`src/rtl/pressure_scan_controller_pkg.sv`:
```
// Shared types and sizing helpers for the pressure scan controller.
// The scan FSM and the per-channel persistence counters both import this package.
package pressure_scan_controller_pkg;

    localparam int PRESSURE_W = 6;

    typedef enum logic [1:0] {
        ST_IDLE  = 2'd0,
        ST_LOAD  = 2'd1,
        ST_CHECK = 2'd2,
        ST_DONE  = 2'd3
    } scan_state_t;

    function automatic int count_width(input int persist);
        return $clog2(persist + 1);
    endfunction

endpackage

```
`src/rtl/abnormality_persist_counter.sv`:
```
// Per-channel saturating persistence count and sticky alarm.
// On an update where the count reaches PERSIST, the set wins over a simultaneous ack.
module abnormality_persist_counter
    import pressure_scan_controller_pkg::*;
#(
    parameter int PERSIST = 3
) (
    input  logic i_clk,
    input  logic i_rst_n,
    input  logic i_update,
    input  logic i_abnormal,
    input  logic i_enabled,
    input  logic i_ack,
    output logic o_alarm
);

    localparam int CW = count_width(PERSIST);
    localparam logic [CW-1:0] SAT = CW'(PERSIST);

    logic [CW-1:0] r_count;
    logic          r_alarm;
    logic [CW-1:0] w_count_next;
    logic          w_set;

    always_comb begin
        w_count_next = r_count;
        if (i_update) begin
            if (i_enabled && i_abnormal)
                w_count_next = (r_count == SAT) ? SAT : r_count + 1'b1;
            else
                w_count_next = '0;
        end
    end

    // A count already saturated at PERSIST re-asserts the alarm on every abnormal scan.
    assign w_set = i_update && i_enabled && i_abnormal && (w_count_next == SAT);

    always_ff @(posedge i_clk or negedge i_rst_n) begin
        if (!i_rst_n) begin
            r_count <= '0;
            r_alarm <= 1'b0;
        end else begin
            r_count <= w_count_next;
            if (w_set)
                r_alarm <= 1'b1;
            else if (i_ack)
                r_alarm <= 1'b0;
        end
    end

    assign o_alarm = r_alarm;

endmodule

```
`src/rtl/pressure_scan_controller.sv`:
```
// Round-robin scan of CHANNELS pressure samples through one shared abnormality detector,
// with per-channel persistence counting and sticky, acknowledgeable alarms.
//
// state    | meaning
// ---------+-----------------------------------------------------------
// ST_IDLE  | waiting for a scan request; outputs hold
// ST_LOAD  | register channel sample onto the detector input
// ST_CHECK | detector result stable; update channel count, advance
// ST_DONE  | one-cycle scan-complete pulse, return to channel 0
module pressure_scan_controller
    import pressure_scan_controller_pkg::*;
#(
    parameter int CHANNELS = 4,
    parameter int PERSIST  = 3
) (
    input  logic                           i_clk,
    input  logic                           i_rst_n,
    input  logic                           i_scan_start,
    input  logic [CHANNELS-1:0]            i_chan_enable,
    input  logic [CHANNELS*PRESSURE_W-1:0] i_pressure_bus,
    output logic [PRESSURE_W-1:0]          o_det_pressure,
    input  logic                           i_det_abnormal,
    input  logic [CHANNELS-1:0]            i_alarm_ack,
    output logic [CHANNELS-1:0]            o_alarm,
    output logic                           o_alarm_any,
    output logic                           o_busy,
    output logic                           o_scan_done,
    output logic [$clog2(CHANNELS)-1:0]    o_cur_channel
);

    localparam int CHW = $clog2(CHANNELS);
    localparam logic [CHW-1:0] LAST_CH = CHW'(CHANNELS - 1);

    scan_state_t           r_state;
    logic [CHW-1:0]        r_cur_channel;
    logic [PRESSURE_W-1:0] r_det_pressure;
    logic                  r_busy;
    logic                  r_scan_done;
    logic                  r_alarm_any;

    logic [PRESSURE_W-1:0] w_sample;
    logic [CHANNELS-1:0]   w_update;
    logic [CHANNELS-1:0]   w_alarm;

    assign w_sample = i_pressure_bus[int'(r_cur_channel)*PRESSURE_W +: PRESSURE_W];

    always_ff @(posedge i_clk or negedge i_rst_n) begin
        if (!i_rst_n) begin
            r_state        <= ST_IDLE;
            r_cur_channel  <= '0;
            r_det_pressure <= '0;
            r_busy         <= 1'b0;
            r_scan_done    <= 1'b0;
        end else begin
            r_scan_done <= 1'b0;
            case (r_state)
                ST_IDLE: begin
                    if (i_scan_start) begin
                        r_state       <= ST_LOAD;
                        r_cur_channel <= '0;
                        r_busy        <= 1'b1;
                    end
                end
                ST_LOAD: begin
                    r_det_pressure <= w_sample;
                    r_state        <= ST_CHECK;
                end
                ST_CHECK: begin
                    if (r_cur_channel == LAST_CH) begin
                        r_state     <= ST_DONE;
                        r_scan_done <= 1'b1;
                    end else begin
                        r_cur_channel <= r_cur_channel + 1'b1;
                        r_state       <= ST_LOAD;
                    end
                end
                ST_DONE: begin
                    r_cur_channel <= '0;
                    r_busy        <= 1'b0;
                    r_state       <= ST_IDLE;
                end
                default: r_state <= ST_IDLE;
            endcase
        end
    end

    for (genvar gi = 0; gi < CHANNELS; gi++) begin : g_chan
        assign w_update[gi] = (r_state == ST_CHECK) && (r_cur_channel == CHW'(gi));

        abnormality_persist_counter #(
            .PERSIST (PERSIST)
        ) u_persist (
            .i_clk      (i_clk),
            .i_rst_n    (i_rst_n),
            .i_update   (w_update[gi]),
            .i_abnormal (i_det_abnormal),
            .i_enabled  (i_chan_enable[gi]),
            .i_ack      (i_alarm_ack[gi]),
            .o_alarm    (w_alarm[gi])
        );
    end

    always_ff @(posedge i_clk or negedge i_rst_n) begin
        if (!i_rst_n)
            r_alarm_any <= 1'b0;
        else
            r_alarm_any <= |w_alarm;
    end

    assign o_det_pressure = r_det_pressure;
    assign o_alarm        = w_alarm;
    assign o_alarm_any    = r_alarm_any;
    assign o_busy         = r_busy;
    assign o_scan_done    = r_scan_done;
    assign o_cur_channel  = r_cur_channel;

endmodule

```
`config.mk`:
```
export PLATFORM = sky130hd
export DESIGN_NAME = pressure_scan_controller
export DESIGN_NICKNAME = d
export VERILOG_FILES = /design/src/rtl/pressure_scan_controller_pkg.sv /design/src/rtl/abnormality_persist_counter.sv /design/src/rtl/pressure_scan_controller.sv
export SDC_FILE = /design/constraint.sdc
export NUM_CORES = 1
export LEC_CHECK = 0
export ABC_AREA = 1
export CELL_PAD_IN_SITES_DETAIL_PLACEMENT = 1
export CELL_PAD_IN_SITES_GLOBAL_PLACEMENT = 2
export CORE_AREA = 2 2 79 81
export DETAILED_ROUTE_END_ITERATION = 6
export DIE_AREA = 0 0 81 83
export GPL_ROUTABILITY_DRIVEN = 1
export GPL_TIMING_DRIVEN = 0
export PLACE_DENSITY_LB_ADDON = 0.05
export SLEW_MARGIN = 25
export SYNTH_ARGS = -nofsm -noshare
export SYNTH_HDL_FRONTEND = slang
export SYNTH_SLANG_ARGS = --single-unit
```
`constraint.sdc`:
```
create_clock -name i_clk -period 2.8 [get_ports i_clk]
set_input_delay 0.28 -clock i_clk [delete_from_list [all_inputs] [get_ports i_clk]]
set_output_delay 0.28 -clock i_clk [all_outputs]
set_load 0.005 [all_outputs]
```
==> out/metrics.cfg <==
[run_status]
status = finished, violations left
violations = negative hold slack

[clock_tree]
htree_levels = 1
cts.sinks = 25
insertion_delay_ns = 0.27
cts_max_path_buffers = 2
cts_hold_buf = 0
clk_pin_slew_ns = 0.09
post-cts-setup-buffer-count = 0
ctsResizeCount = 0
cts_tree = done
root_buffer = clkbuf_8
cts_made_buffers = 3

[yosys]
post_synth_instance_area_um2 = 1410
ys_types = 18
synth_top_area_cell = dfrtp_1
synth_seq_area_share = 0.444
synthTopCellsByArea = dfrtp_1 (44%), nand2_1 (19%), inv_1 (11%), nand3_1 (5.3%), o21ai_0 (3.9%)
yosysWarnings = 0
synth_seq_cells = 25
avgSynthCellArea_um2 = 7.12
synth_nets = 238
yosysTopAreaCellShare = 0.444
synthCells = 198

[layout]
layout_common_cells = nand2_1 (71), clkdlybuf4s50_1 (49), inv_1 (40)
drive_gt1_frac = 0.0833
layout_commonest_cell = nand2_1
layout.nets = 293
n_antenna_cell = 0
area_growth_pct = 45.1
fin_util = 0.352

[route]
wl_mm = 3.54
vias = 1322
drtPass1Iterations = 4
first_iter_violations = 25
post_drt_via_cell_ratio = 4.04
ant_nets = 0
post_drt_wl_per_cell_um = 10.8
drc = 0

[power_and_ir_drop]
power.density_nw_per_um2 = 707
p_total_mw = 1.45
ir_drop_mv = 0.175
power_leakage_nw = 1.06

[timing]
relSlewSlack = 0.623
setup_violations = 0
tightest_slew_ns = 0.565
fin_worst_skew_ns = 0.00619
rsz0062_at_grt = no
fmax_ghz = 0.608
finalHoldViolCount = 15
tns_ns = 0
fin_ws_ns = 1.16
period_needed_ns = 1.64
drv_slew = 0
timing.hold.ws_ns = -0.00444
fin_crit_sh = 0.587

[placed_design]
io_buffer_count = 50
place_congestion = 0.709
place_ws_ns = 1.36
hpwl_mm = 2.81

[global_routing]
grt_pass1_wl_mm = 6.04
grtUsageTotal = 0.115
grt_pass1_vias = 1351
grt_max_degree = 26
grt.overflow.total = 0
antenna_found_initial = 0

[floorplanning]
initial_utilization = 0.242
fp.dieH_um = 83
rows = 28
die_width_um = 81
die_area_um2 = 6720
core_um2 = 5820
boundaryPins = 51

[worst_setup_path]
worstPathArrival_ns = 1.36
critPathKind = register to output pin
worstSetupStartpointType = register
path_buf_inv = 1
max_stage_delay_ns = 0.57
slowest_stage = clkdlybuf4s50_1
critPathTopFamily = buffers and inverters
crit_required_ns = 2.52
cp_max_fo = 8
end_kind = output pin
cp_cell_sequence = clkdlybuf4s50_1

[worst_hold_path]
min_path_type = input pin to asynchronous set/reset pin

[job]
cap_violations = 0

-- cell usage after synthesis --
cell	count
a21oi_1	1
buf_2	1
buf_4	5
buf_6	1
dfrtp_1	25
ha_1	4
inv_1	40
inv_2	6
nand2_1	71
nand2_2	2
nand3_1	15
nand3_2	1
nand4_1	3
nor2_1	1
o21ai_0	11
o21ai_1	7
o22ai_1	3
o31ai_1	1
-- power by group --
group,leakage [nW],internal [mW],total [mW],switching [mW]
logic,0.714,0.313,0.649,0.336
registers,0.324,0.481,0.587,0.105
clock network,0.0255,0.0995,0.211,0.111
-- metal layers --
layer | vias to the layer above | GRT usage | wire, µm
li1 | 705 | - | -
met3 | 5 | 0.0152 | 160
met1 | 576 | 0.146 | 1620
met5 | - | 0 | 0
met4 | 0 | 0.0508 | 73
met2 | 36 | 0.190 | 1690
-- final cells by class --
| type | instances | area [µm²] |
|---|---|---|
| plain buffers | 7 | 53.8 |
| flip-flops and latches | 25 | 626 |
| repair buffers | 50 | 495 |
| inverters | 46 | 173 |
| well taps | 75 | 93.8 |
| clock inverters | 1 | 5.00 |
| fillers | 735 | 3770 |
| multi-input cells | 120 | 558 |
| clock buffers | 3 | 41.3 |
-- final timing paths --
kind | start | end | slack (ns) | depth (start not counted)
max | o_cur_channel[0] | o_cur_channel[0] | 1.16 | 1
min | i_rst_n | o_det_pressure[5] | -0.004 | 1
max reg2reg | o_cur_channel[1] | o_cur_channel[1] | 1.38 | 7
min reg2reg | o_det_pressure[4] | o_det_pressure[4] | 0.49 | 2
max in group asynchronous | i_rst_n | o_cur_channel[0] | 2.43 | 1
min in group i_clk | o_det_pressure[4] | o_det_pressure[4] | 0.49 | 2
-- flip-flops by register name, summed over array words and instances (netlist names) --
signal	flops
o_det_pressure	6
g_chan.u_persist.r_count	8
g_chan.u_persist.o_alarm	4
r_state	2
o_busy	1
o_scan_done	1
o_cur_channel	2
o_alarm_any	1
-- stage by stage --
| stage | std cells | area [µm²] |
|---|---|---|
| after floorplan | 198 | 1410 |
| after global placement | 323 | 2000 |
| after detailed placement | 323 | 2000 |
| after CTS | 327 | 2050 |
| after global routing | 327 | 2050 |
| final | 327 | 2050 |
-- cells by family after synthesis --
kind of cell / count (synthesis) / synth area share
DFF: 25 / 0.444
AOI/OAI and AO/OA: 23 / 0.0861
buffers and inverters: 53 / 0.161
adders and majority gates: 4 / 0.0355
and+or+nand+nor: 93 / 0.274
(Power assumes the default switching activity.)
